## config.mk

```make
export PLATFORM = sky130hd
export DESIGN_NAME = seq_detect_ctrl
export DESIGN_NICKNAME = d
export VERILOG_FILES = /design/src/rtl/seq_ctrl_pkg.sv /design/src/rtl/seq_detect_ctrl.sv
export SDC_FILE = /design/constraint.sdc
export NUM_CORES = 1
export LEC_CHECK = 0
export ABC_AREA = 1
export BUFFER_PORTS_ARGS = -buffer_cell sky130_fd_sc_hd__buf_2
export CAP_MARGIN = 30
export CORE_MARGIN = 2
export CORE_UTILIZATION = 30
export DETAILED_ROUTE_END_ITERATION = 16
export GPL_ROUTABILITY_DRIVEN = 0
export HOLD_SLACK_MARGIN = 0.05
export PLACE_DENSITY_LB_ADDON = 0.08
export RECOVER_POWER = 50
export SETUP_SLACK_MARGIN = 0.4
export SYNTH_ARGS = -nofsm -noshare
export SYNTH_HDL_FRONTEND = slang
export SYNTH_SLANG_ARGS = --single-unit
```

## constraint.sdc

```tcl
create_clock -name clock -period 3.9 [get_ports clock]
set_input_delay 0.39 -clock clock [delete_from_list [all_inputs] [get_ports clock]]
set_output_delay 0.39 -clock clock [all_outputs]
set_load 0.005 [all_outputs]
```

## src/rtl/seq_ctrl_pkg.sv

```systemverilog
// seq_ctrl_pkg: shared state encoding and default word width for the sequence-detector controller
package seq_ctrl_pkg;
    localparam int DEFAULT_WIDTH = 8;
    typedef enum logic [1:0] {
        ST_IDLE  = 2'd0,
        ST_CLEAR = 2'd1,
        ST_SHIFT = 2'd2,
        ST_DONE  = 2'd3
    } state_t;
endpackage

```

## src/rtl/seq_detect_ctrl.sv

```systemverilog
// seq_detect_ctrl: streams a parallel word MSB-first into a serial Mealy detector and tallies its matches
module seq_detect_ctrl
    import seq_ctrl_pkg::*;
#(
    parameter int WIDTH = DEFAULT_WIDTH,
    parameter int CW    = $clog2(WIDTH + 1),
    parameter int IW    = $clog2(WIDTH)
) (
    input  logic             clock,
    input  logic             reset,
    input  logic             start,
    input  logic [WIDTH-1:0] data_in,
    input  logic             abort,
    input  logic             det_z,
    output logic             det_x,
    output logic             det_reset,
    output logic             busy,
    output logic             done,
    output logic             found,
    output logic [IW-1:0]    first_idx,
    output logic [CW-1:0]    match_count
);
    state_t           state;
    logic [WIDTH-1:0] shreg;
    logic [IW-1:0]    cnt;
    logic             last;

    assign last = cnt == IW'(WIDTH - 1);

    // Controller FSM: every output is registered so the detector sees clean, full-cycle levels
    always_ff @(posedge clock) begin
        if (!reset) begin
            state       <= ST_IDLE;
            shreg       <= '0;
            cnt         <= '0;
            det_x       <= 1'b0;
            det_reset   <= 1'b1;
            busy        <= 1'b0;
            done        <= 1'b0;
            found       <= 1'b0;
            first_idx   <= '0;
            match_count <= '0;
        end else if (abort && (state == ST_CLEAR || state == ST_SHIFT)) begin
            state       <= ST_IDLE;
            det_x       <= 1'b0;
            det_reset   <= 1'b1;
            busy        <= 1'b0;
            found       <= 1'b0;
            first_idx   <= '0;
            match_count <= '0;
        end else begin
            case (state)
                ST_IDLE: begin
                    if (start) begin
                        state       <= ST_CLEAR;
                        shreg       <= data_in;
                        busy        <= 1'b1;
                        found       <= 1'b0;
                        first_idx   <= '0;
                        match_count <= '0;
                    end
                end
                ST_CLEAR: begin
                    state     <= ST_SHIFT;
                    cnt       <= '0;
                    det_reset <= 1'b0;
                    det_x     <= shreg[WIDTH-1];
                end
                ST_SHIFT: begin
                    if (det_z) begin
                        match_count <= match_count + 1'b1;
                        if (!found) begin
                            found     <= 1'b1;
                            first_idx <= cnt;
                        end
                    end
                    shreg <= shreg << 1;
                    cnt   <= cnt + 1'b1;
                    det_x <= last ? 1'b0 : shreg[WIDTH-2];
                    if (last) begin
                        state     <= ST_DONE;
                        det_reset <= 1'b1;
                        busy      <= 1'b0;
                        done      <= 1'b1;
                    end
                end
                ST_DONE: begin
                    state <= ST_IDLE;
                    done  <= 1'b0;
                end
            endcase
        end
    end
endmodule

```

==> impl_metrics.toml, run 1 <==
[status]
status = "finished clean"

[critical_path]
critPathCapture = "state[0]"
cp_num_cells = 9
r2r_start = "state[0]"
r2r_slack_ns = 1.10
critPathMaxFanout = 17
crit_top_cell = "inv_1"
r2r-end = "state[0]"
cpLargestDelayFamily = "buffers and inverters"
start_kind = "flop"
path_class = "flop to flop"
path_cells = "inv_1, ha_1, clkinvlp_2, nor2_4, inv_2, nand2_2, inv_1, o21ai_1, nor2_1"
worstSetupStartpoint = "state[0]"
cp.required_ns = 4.06
cp_slowest_stage_delay_ns = 0.89
cp_slowest_cell = "clkinvlp_2"
critPathBufInv = 4
arrival_ns = 2.97
ff2ff_path_depth = 9
worstSetupEndpointType = "flop"

[sta]
finalCriticalPeriod_ns = 2.803
max_freq_ghz = 0.3568
post-route-period-util = 0.7187
drv_slew = 0
fin_tns_setup_ns = 0
setup_viol = 0
skew_ns = 0.006556
slew-limit-headroom = 0.4691
hold_viol_final = 0
worst_pin_slew_ns = 0.7920
rsz0062_at_grt = "no"

[logic_synthesis]
syn_area_um2 = 1356
ys_seq_area_frac = 0.3690
yosysWarnings = 0
synth_cells = 179
ys_seq_elements = 25
syn_area_per_cell_um2 = 7.577
synth_cell_type_count = 27
syn-num-nets = 200

[job]
max_cap_viol_count = 0

[power_and_ir_drop]
p_total_w = 0.001179
p_leak_nw = 0.7178
vdd.ir_drop.worst_uv = 264.5
powerDensity_nw_per_um2 = 765.2

[cts]
clock_latency_ns = 0.27
cts_hold_buffers = 0
cts-root-buf = "clkbuf_8"
htree_num_levels = 1
clk_path_buf_depth = 2
tritoncts = "yes"
cts_resized = 0
clk_pin_slew_ns = 0.09
cts_sinks = 25
numCtsBuffers = 3
postCtsSetupBuffers = 0

[route]
drtPass1Iterations = 4
drc = 0
drt-initial-drc-count = 51
wirelength_um = 2977
wl_per_cell_um = 11.67
vias = 1186
drt.antenna.violating_nets = 0
viasPerCell = 4.651

[final_layout]
nets = 225
fillers = 457
multi_input_area_um2 = 760.7
syn2layout_area_growth_pct = 13.65
final-instance-count-excl-fill = 255
post_route_cells_drive_above_1_share = 0.2069
fin_util = 0.3540
diodes = 0
regArea_um2 = 500.5

[floorplan]
die_x_um = 71.24
fp.dieArea_um2 = 5075
die_height_um = 71.24
start_util = 0.3115
core_area_um2 = 4354
row_count = 24
io_pins = 25

[worst_hold_path]
hp-class = "input port to flop"

[global_route]
grt_pass1_vias = 1101
grt_max_degree = 18
grt_pass1_wl_um = 5140
grt_overflow = 0
grt_use_total = 0.1264
antenna_found_initial = 0

[placement]
dpl.hpwl_um = 2202
io_buffer_count = 24
place_inst = 251
==> area by class of cell <==
| type | count | area share |
|---|---|---|
| flip-flops and latches | 25 | 0.3247 |
| inverters | 14 | 0.03490 |
| well taps | 52 | 0.04221 |
| clock buffers | 4 | 0.02922 |
| repair buffers | 24 | 0.07549 |
| multi-input cells | 136 | 0.4935 |
==> registers in the layout, indices dropped and copies added, names as in the netlist <==
signal	count
shreg	8
match_count	4
cnt	3
first_idx	3
state	2
busy	1
det_reset	1
det_x	1
done	1
found	1
==> layer usage <==
| layer | up-vias | part of all wire | track usage |
|---|---|---|---|
| li1 | 624 | - | - |
| met2 | 28 | 0.45 | 0.2016 |
| met4 | 0 | 0.0064 | 0.04403 |
| met5 | - | 0 | 0 |
| met1 | 532 | 0.50 | 0.1696 |
| met3 | 2 | 0.044 | 0.02672 |
==> where the power goes <==
group | internal (W) | switching, W | leakage, nW | total (W)
clock network | 0.0000731 | 0.0000842 | 0.0228 | 0.000157
logic | 0.000214 | 0.000416 | 0.490 | 0.000630
registers | 0.000340 | 0.0000523 | 0.205 | 0.000392
total | 0.000627 | 0.000553 | 0.718 | 0.00118
==> cell usage in the layout (no fill, tap or decap) <==
cell type | synthesis | final
o21ai_1 | 4 | 4
xor2_1 | 1 | 1
clkbuf_8 | 0 | 3
inv_2 | 4 | 4
nand2_2 | 2 | 2
clkinvlp_2 | 0 | 1
ha_1 | 8 | 8
o21ai_0 | 9 | 9
nor2_1 | 30 | 30
nor2_8 | 2 | 2
nand4_1 | 2 | 2
nor2_4 | 2 | 2
nor3_1 | 1 | 1
a21oi_1 | 10 | 10
nand2_4 | 1 | 1
buf_2 | 0 | 21
inv_1 | 9 | 9
nand2_8 | 2 | 2
o21ai_2 | 1 | 1
a21oi_4 | 1 | 1
a31oi_1 | 1 | 1
nand3_1 | 8 | 8
o211a_1 | 1 | 1
nand3_2 | 1 | 1
nand2_1 | 48 | 48
clkbuf_1 | 0 | 4
a21oi_2 | 1 | 1
dfxtp_1 | 25 | 25
==> how the worst min path moves through the flow <==
stage | endpoint | slack [ns] | cells after the start | startpoint
2_1_floorplan | det_x | 0.45 | 2 | shreg[6]
3_3_place_gp | first_idx[1] | 0.46 | 2 | first_idx[1]
3_5_place_dp | det_x | 0.47 | 2 | shreg[6]
4_1_cts | shreg[0] | 0.37 | 3 | data_in[0]
5_1_grt | shreg[0] | 0.37 | 3 | data_in[0]
6_report | shreg[0] | 0.38 | 3 | data_in[0]
==> cell families after synthesis <==
| logic type | count (synthesis) | synth area share |
|---|---|---|
| buffers and inverters | 18 | 0.07010 |
| AOI/OAI and AO/OA | 28 | 0.1218 |
| adders and majority gates | 8 | 0.07380 |
| DFF | 25 | 0.3690 |
| xor gates and xnor gates | 1 | 0.006459 |
| and+or+nand+nor | 99 | 0.3589 |
==> tightest hold or removal path, cell delays in order <==
cell and delay, ns:
buf_2 0.11, nand3_2 0.07, a21oi_2 0.04
==> cells in the mapped netlist <==
library cell  instances  area (µm²)
a21oi_2               1       8.760
nor2_4                2       22.52
nand2_1              48       180.2
xor2_1                1       8.760
nor2_1               30       112.6
inv_6                 1       8.760
o21ai_0               9       45.04
dfxtp_1              25       500.5
a31oi_1               1       6.260
buf_6                 2       22.52
nor3_1                1       5.000
o21ai_1               4       20.02
nand2_4               1       11.26
a21oi_1              10       50.05
inv_1                 9       33.78
inv_2                 4       15.01
buf_4                 2       15.01
nand4_1               2       12.51
a21oi_4               1       16.27
nand3_2               1       10.01
o21ai_2               1       8.760
nand2_2               2       12.51
nor2_8                2       40.04
o211a_1               1       10.01
nand3_1               8       40.04
nand2_8               2       40.04
ha_1                  8       100.1
==> per-stage QoR <==
step                      setup WS, ns  hold slack [ns]  instance area [µm²]
after floorplan                  2.537           0.4499                 1356
after global placement           1.982           0.4646                 1504
after detailed placement         1.910           0.4710                 1504
after CTS                        1.897           0.3691                 1549
after global routing            0.8382           0.3693                 1541
final                            1.097           0.3763                 1541
Power figures use the tool's default switching activity.
==> run 2: changes to the inputs <==
ABC_AREA = 0   (was 1)
clock period = 2.4 ns   (was 3.9 ns; I/O delays follow)
==> run 2 against run 1 <==
Net effect:
- fmax is 47% higher
- global-route usage decreased by 1.5 points
- wire length shrank 8.6%
- clock-buffer cell count unchanged
==> impl_metrics.toml, run 2 <==
[cts]
cts_sinks = 25
clock_latency_ns = 0.27
tritoncts = "yes"
cts_hold_buffers = 0
postCtsSetupBuffers = 0
cts-root-buf = "clkbuf_8"
cts_resized = 0
clk_pin_slew_ns = 0.09
numCtsBuffers = 3
clk_path_buf_depth = 2
htree_num_levels = 1

[route]
drt.antenna.violating_nets = 0
vias = 1032
drt-initial-drc-count = 59
viasPerCell = 4.891
wirelength_um = 2722
wl_per_cell_um = 12.90
drtPass1Iterations = 4
drc = 0

[sta]
slew-limit-headroom = 0.5824
max_freq_ghz = 0.5241
rsz0062_at_grt = "no"
finalCriticalPeriod_ns = 1.908
drv_slew = 0
post-route-period-util = 0.7950
skew_ns = 0.007027
hold_viol_final = 0
setup_viol = 0
worst_pin_slew_ns = 0.6264
fin_tns_setup_ns = 0

[final_layout]
diodes = 0
syn2layout_area_growth_pct = 13.20
final_cell_mix = "dfxtp_1 (25), buf_2 (18), nand2_1 (17)"
largest_reg_flops = 8
regArea_um2 = 500.5
largest_register = "shreg"
reg_top3 = "shreg: 8 flops, match_count: 4 flops"
post_route_cells_drive_above_1_share = 0.1801
final-instance-count-excl-fill = 211
multi_input_area_um2 = 711.9
final_common_cell = "dfxtp_1"
fin_util = 0.3595
nets = 183
fillers = 419

[critical_path]
cp_slowest_cell = "a21oi_2"
cp.required_ns = 2.59
path_class = "flop to flop"
cpLargestDelayFamily = "compound AO/OA/AOI/OAI gates"
r2r_slack_ns = 0.49
arrival_ns = 2.10
cp_slowest_stage_delay_ns = 0.50
start_kind = "flop"
path_cells = "inv_1, ha_1, mux2i_4, a21oi_2, nand3b_1, a21boi_0"
critPathBufInv = 1
worstSetupEndpointType = "flop"
critPathMaxFanout = 16

[logic_synthesis]
synth_cell_type_count = 34
ys_seq_area_frac = 0.3883
synthAdderAreaFrac = 0.07767
syn_area_per_cell_um2 = 9.271
syn-num-nets = 160
synthArstFlopShare = 0
yosysMostFrequentCell = "dfxtp_1"
yosysWarnings = 0
synth.top_cell.area_share = 0.3883
synthSimpleGateAreaFrac = 0.2039
synth.area.top_cells = "dfxtp_1 (39%), ha_1 (7.8%), mux2i_1 (7.8%)"
synth_compound_area_frac = 0.1816
synth_flop_cell = "dfxtp_1"
synthXorXnorAreaFrac = 0
synth_cells = 139
synthMuxAreaShare = 0.09515
syn_area_um2 = 1289
yosysTopAreaCell = "dfxtp_1"
ys_seq_elements = 25
synth_top_family_by_area = "simple AND/OR/NAND/NOR gates"
synth-edff-count = 0
synthTopCellsByCount = "dfxtp_1 (25), nand2_1 (17), mux2i_1 (10), nor2_1 (10)"

[global_route]
grt_use_total = 0.1114
antenna_found_initial = 0
grt_max_degree = 19
grt_overflow = 0
grt_pass1_wl_um = 4422
grt_pass1_vias = 965

[power_and_ir_drop]
vdd.ir_drop.worst_uv = 276.2
p_sw_frac = 0.3783
p_int_w = 0.0008957
p_leak_nw = 0.6457
p_sw_w = 0.0005451
p_seq_frac = 0.388
p_total_w = 0.001441
p_comb_frac = 0.436
p_clk_frac = 0.176
powerDensity_nw_per_um2 = 987.6

[status]
status = "finished clean"

[placement]
io_buffer_count = 24
dpl.hpwl_um = 1988
place_inst = 207

[floorplan]
io_pins = 25
row_count = 23
die_height_um = 69.54
die_x_um = 69.54
core_area_um2 = 4058
start_util = 0.3176
fp.dieArea_um2 = 4836

[worst_hold_path]
hp-class = "input port to flop"

[job]
max_cap_viol_count = 0
-- run 2: layout make-up --
class,instances,share of cell area
tap,50,0.04288
clock buffer,4,0.03087
timing repair buffer,25,0.08233
inverter,5,0.01286
multi-input combinational,102,0.4880
sequential,25,0.3431
-- run 2: per-stage QoR --
step	setup slack, ns	area (µm²)	hold WS (ns)
2_1_floorplan	0.9129	1289	0.3938
3_3_place_gp	0.7148	1429	0.4539
3_5_place_dp	0.6497	1429	0.4624
4_1_cts	0.6333	1474	0.2547
5_1_grt	0.3067	1459	0.2809
6_report	0.4921	1459	0.2600
-- run 2: routing by layer --
| layer | up-vias | GRT usage | part of all wire |
|---|---|---|---|
| met3 | 4 | 0.02471 | 0.039 |
| met5 | - | 0 | 0 |
| met4 | 0 | 0.03268 | 0.011 |
| met2 | 24 | 0.2030 | 0.49 |
| li1 | 528 | - | - |
| met1 | 476 | 0.1292 | 0.46 |
-- run 2: final timing paths --
kind                  start              to  cells past startpoint
max                state[0]        shreg[0]                      6
min              data_in[0]        shreg[0]                      3
max reg2reg        state[0]        shreg[0]                      6
min reg2reg  match_count[3]  match_count[3]                      1
-- run 2: worst register-to-register path: cells and delay by family, from the launching register on --
kind            cells  cell delay (ns)
compound gates      2             0.69
fa+ha+maj           1             0.37
flops               1             0.35
mux                 1             0.15
simple gates        1             0.14
buf+inv             1             0.13
-- run 2: cell families (layout without fill, tap and decap cells) --
kind of cell | after synthesis | in the layout
compound gates | 30 | 30
flops | 25 | 25
mux | 11 | 11
fa+ha+maj | 8 | 8
buf+inv | 12 | 34
simple gates | 53 | 53
-- run 2: power by group through the flow --
stage / clock [W] / sequential [W] / combinational (W)
2_1_floorplan: 0 / 0.000559 / 0.000561
3_3_place_gp: 0 / 0.000565 / 0.000645
3_5_place_dp: 0 / 0.000569 / 0.000653
4_1_cts: 0.000268 / 0.000559 / 0.000655
5_1_grt: 0.000290 / 0.000569 / 0.000703
6_report: 0.000254 / 0.000559 / 0.000628
